$ cat config.mk
export PLATFORM = sky130hd
export DESIGN_NAME = hazard_ctrl
export DESIGN_NICKNAME = d
export VERILOG_FILES = /design/src/rtl/hazard_ctrl.sv
export SDC_FILE = /design/constraint.sdc
export NUM_CORES = 1
export LEC_CHECK = 0
export CELL_PAD_IN_SITES_DETAIL_PLACEMENT = 0
export CELL_PAD_IN_SITES_GLOBAL_PLACEMENT = 1
export CORE_MARGIN = 3
export CORE_UTILIZATION = 35
export CTS_CLUSTER_DIAMETER = 40
export DETAILED_ROUTE_END_ITERATION = 10
export PLACE_DENSITY_LB_ADDON = 0.1
export SLEW_MARGIN = 15
export SYNTH_ARGS = -nofsm -noshare
export SYNTH_HDL_FRONTEND = slang
export SYNTH_SLANG_ARGS = --single-unit
$ cat constraint.sdc
create_clock -name clk -period 3.92 [get_ports clk]
set_clock_uncertainty 0.15 [all_clocks]
set_input_delay 0.784 -clock clk [delete_from_list [all_inputs] [get_ports clk]]
set_output_delay 0.784 -clock clk [all_outputs]
set_load 0.01 [all_outputs]
$ cat src/rtl/hazard_ctrl.sv
// hazard_ctrl: decode-stage hazard detection, long-latency scoreboard and
// redirect flush sequencing.
// Optional feature macro: HAZARD_STALL_STATS_EN enables the saturating
// stall_cnt counter. When it is undefined, stall_cnt is tied to zero.
module hazard_ctrl #(
  parameter int unsigned FLUSH_CYCLES = 2
) (
  input  logic        clk,
  input  logic        rst,
  input  logic        dec_valid,
  input  logic [4:0]  dec_rs1,
  input  logic [4:0]  dec_rs2,
  input  logic        dec_use_rs1,
  input  logic        dec_use_rs2,
  input  logic [4:0]  dec_rd,
  input  logic        dec_wr,
  input  logic        dec_long,
  input  logic        redirect,
  input  logic        wb_valid,
  input  logic [4:0]  wb_rd,
  output logic        stall,
  output logic        flush_if,
  output logic        flush_dec,
  output logic        issue,
  output logic [31:0] sb_pending,
  output logic [31:0] stall_cnt
);

  typedef enum logic {RUN, FLUSH} state_t;

  // Counter value loaded on redirect: the redirect cycle itself is the first
  // flush cycle, and FLUSH exits one cycle after the counter reaches zero.
  localparam logic [3:0] RELOAD =
    (FLUSH_CYCLES > 1) ? 4'(FLUSH_CYCLES - 2) : 4'd0;
  localparam bit MULTI_CYCLE = (FLUSH_CYCLES > 1);

  state_t      state;
  logic [3:0]  flush_cnt;
  logic [31:0] sb_q;
  logic        rs1_haz, rs2_haz, waw_haz, any_haz;
  logic [31:0] sb_set, sb_clr;

  assign sb_pending = sb_q;

  // Hazard detection; a same-cycle writeback resolves the dependency.
  always_comb begin
    rs1_haz = dec_use_rs1 && (dec_rs1 != '0) && sb_q[dec_rs1] &&
              !(wb_valid && (wb_rd == dec_rs1));
    rs2_haz = dec_use_rs2 && (dec_rs2 != '0) && sb_q[dec_rs2] &&
              !(wb_valid && (wb_rd == dec_rs2));
    waw_haz = dec_wr && (dec_rd != '0) && sb_q[dec_rd] &&
              !(wb_valid && (wb_rd == dec_rd));
    any_haz = rs1_haz || rs2_haz || waw_haz;
  end

  // Pipeline control outputs derived from current state and inputs.
  always_comb begin
    flush_if  = redirect || (state == FLUSH);
    flush_dec = flush_if;
    stall     = dec_valid && any_haz && (state == RUN) && !redirect;
    issue     = dec_valid && !stall && !flush_dec;
  end

  // Scoreboard set/clear masks for this cycle.
  always_comb begin
    sb_set = '0;
    sb_clr = '0;
    if (issue && dec_long && dec_wr && (dec_rd != '0))
      sb_set[dec_rd] = 1'b1;
    if (wb_valid && (wb_rd != '0))
      sb_clr[wb_rd] = 1'b1;
  end

  // Scoreboard register; set wins over clear, bit 0 never set.
  always_ff @(posedge clk or negedge rst) begin
    if (!rst)
      sb_q <= '0;
    else
      sb_q <= {((sb_q[31:1] & ~sb_clr[31:1]) | sb_set[31:1]), 1'b0};
  end

  // RUN/FLUSH sequencer with down-counter; redirect in FLUSH reloads it.
  always_ff @(posedge clk or negedge rst) begin
    if (!rst) begin
      state     <= RUN;
      flush_cnt <= '0;
    end else begin
      case (state)
        RUN: begin
          if (redirect && MULTI_CYCLE) begin
            state     <= FLUSH;
            flush_cnt <= RELOAD;
          end
        end
        FLUSH: begin
          if (redirect) begin
            flush_cnt <= RELOAD;
          end else if (flush_cnt == '0) begin
            state <= RUN;
          end else begin
            flush_cnt <= flush_cnt - 4'd1;
          end
        end
        default: begin
          state     <= RUN;
          flush_cnt <= '0;
        end
      endcase
    end
  end

`ifdef HAZARD_STALL_STATS_EN
  logic [31:0] stall_cnt_q;

  // Saturating count of stalled cycles.
  always_ff @(posedge clk or negedge rst) begin
    if (!rst)
      stall_cnt_q <= '0;
    else if (stall && (stall_cnt_q != '1))
      stall_cnt_q <= stall_cnt_q + 32'd1;
  end

  assign stall_cnt = stall_cnt_q;
`else
  assign stall_cnt = '0;
`endif

endmodule
==> results.ini <==
[yosys]
synth_top_family_by_area = simple AND/OR/NAND/NOR gates
synthTopCellsByArea = dfrtp_1, mux4_2, buf_4, o21ai_0, nor3_1
synth_compound_area_share_pct = 15.2
syn_area_mm2 = 0.00317
yosysSeqAreaShare_pct = 28.4
yosysTopAreaCellShare_pct = 28.4
synthXorXnorAreaFrac_pct = 4.69
yosys_register_bits = 36
yosys.area_share.simple_pct = 19.8
synth_most_common_cell = nand2_1
netlist_instances = 374
syn_area_per_cell_um2 = 8.48
synth_top_area_cell = dfrtp_1
synth_flop_cell = dfrtp_1
synth_mux_area_share_pct = 18.0
ys_types = 43
synth_fa_ha_area_share_pct = 0.394
async_reset_ff_share_pct = 100
synth_warnings = 0
synth_enable_flop_cells = 0
synth_common_cells = nand2_1, o21ai_0, dfrtp_1, buf_4, nor3_1

[sta]
slew_headroom_pct = 66.5
setup_viol = 0
whs_ns = 0.391
fmax_mhz = 261
tightest_slew_ns = 0.502
period_share_pct = 97.7
hold_violations = 0
min_period_ns = 3.83
rsz0062_at_grt = false
slew_viol_final = 0

[placement]
place.detailed.hpwl_mm = 8.25
io_buffers = 63
gp_congestion = 0.937

[worst_hold_path]
min_from = flush_cnt[1]
hold_class = reg2reg

[cells_and_area]
n_fill_cell = 880
area_delta_synth_final_pct = 31.0
layout-drive-gt1-share_pct = 19.5
regArea_um2 = 901
antenna_cells = 0
multiInputGateArea_mm2 = 0.00199
final_nets = 491

[pwr]
intPower_mw = 0.704
power_frac_seq_pct = 40.8
p_switching_mw = 0.378
power_frac_comb_pct = 35.8
p_leak_nw = 1.67
p_clk_share_pct = 23.4
swShare_pct = 34.9
worst_ir_drop_vdd_mv = 0.219
total_power_mw = 1.08
powerDensity_mw_per_mm2 = 260

[detailed_routing]
vias = 3139
routed_via_density = 5.52
drt_iter0_drc = 171
drtPass1Iterations = 4
wl_per_cell_um = 19.8
route.detailed.drc = 0
drt-total-wl_mm = 11.2
detail-route-antenna-nets = 0

[cts]
clkTransAtPathRegs_ns = 0.07
clock-root-buffer = clkbuf_8
cts_tree = built
clockBufferDepth = 2
cts_buffers = 5
insertion_delay_ns = 0.29
htree_levels = 2
cts.sinks = 36

[global_route]
grt_usage_pct = 22.2
grt_pass1_vias = 3117
antenna_found_initial = 0
grt_start_max_net_pins = 37
globalRouteOverflowTotal = 0
grt_pass1_wl_mm = 17.5

[floorplanning]
die_h_um = 101
ios = 97
die_x_um = 101
initial_core_util_pct = 36.2
core_region_area_mm2 = 0.00876
die_area_mm2 = 0.0102
rows = 34

[worst_setup_path]
cp.arrival_ns = 2.90
worstSetupStartpointType = input port
cp-end-kind = primary output
cp_max_fo = 6
crit_type = in2out
r2r-start = sb_pending[11]
cp.required_ns = 2.99
crit_start = dec_rd[1]

[status]
status = finished clean

[flow_run]
maxCapViolations = 0

## critical path, cell delays in order
cell and delay, ns:
clkdlybuf4s50_1 0.45, buf_4 0.16, mux4_2 0.49, inv_1 0.08
o22ai_1 0.08, o31ai_1 0.29, buf_4 0.17, nand2_2 0.06
nor3b_2 0.16, buf_2 0.15
## power by group through the flow
stage	clock network (mW)	logic, mW	registers, mW
CTS	0.262	0.386	0.441
global route	0.274	0.430	0.446
finish	0.254	0.387	0.441
detailed placement	0	0.383	0.448
global placement	0	0.381	0.448
floorplan	0	0.249	0.440
## placed cells by master, fill, tap and decap left out, drive strengths merged, types with 13 or more instances in the layout
cell / netlist / routed
nand2: 41 / 41
buf: 47 / 50
mux4: 18 / 18
xor2: 13 / 13
o21ai: 66 / 66
nor3: 32 / 32
nor2: 13 / 13
dfrtp: 36 / 36
clkdlybuf4s50: 0 / 57
conb: 1 / 33
## state kept, by name, indices dropped and copies added (netlist names)
name,flops
flush_cnt,4
sb_pending,31
state,1
## through the flow
stage / util [%] / TNS (ns) / setup WS (ns) / area, um2 / instances
after floorplan: - / 0 / 0.327 / 3290 / 406
after global placement: 46.2 / -0.943 / -0.577 / 4050 / 561
after detailed placement: 46.2 / -0.916 / -0.543 / 4050 / 561
after CTS: 47.3 / 0 / 0.00266 / 4140 / 569
after global routing: 47.4 / 0 / 0.00498 / 4150 / 569
final: 47.4 / 0 / 0.0902 / 4150 / 569
## what timing repair did
action,4_1_cts,5_1_grt
buffers inserted,0,0
gates resized for setup,13,4
hold buffers,0,0
endpoints found under the setup margin,2,2
gates cloned,1,0
pin swaps,2,2
## area by class of cell
type                       instances  area share [%]
clock buffer                       6            1.75
clock inverter                     1           0.120
inverter                          12            1.08
multi-input combinational        295            48.0
sequential                        36            21.7
tap                              108            3.25
timing repair buffer             111            24.1
## per-layer routing
metal / routed length [um] / vias to the layer above / GRT usage [%] / part of all wire, %
met5: 0 / - / 0 / 0
met4: 158 / 0 / 8.18 / 1.4
met3: 837 / 14 / 3.03 / 7.4
met2: 5500 / 136 / 36.2 / 49
met1: 4750 / 1543 / 30.2 / 42
li1: - / 1446 / - / -
## cells by family (layout without fill, tap and decap cells)
kind of cell    after synthesis  after routing
mux                          34             34
compound gates               86             86
buf+inv                      75            130
other cells                   1             33
simple gates                124            124
fa+ha+maj                     1              1
flops                        36             36
xor+xnor                     17             17
## path summary, 6_finish.rpt
path / endpoint / slack [ns] / depth (start not counted)
max in group asynchronous: sb_pending[22] / 2.51 / 2
worst max-delay path: issue / 0.09 / 10
worst max register to register: sb_pending[31] / 1.38 / 8
worst min register to register: flush_cnt[1] / 0.39 / 2
worst min-delay path: flush_cnt[1] / 0.39 / 2
min in group asynchronous: sb_pending[16] / 0.79 / 2
(Power assumes the default switching activity.)
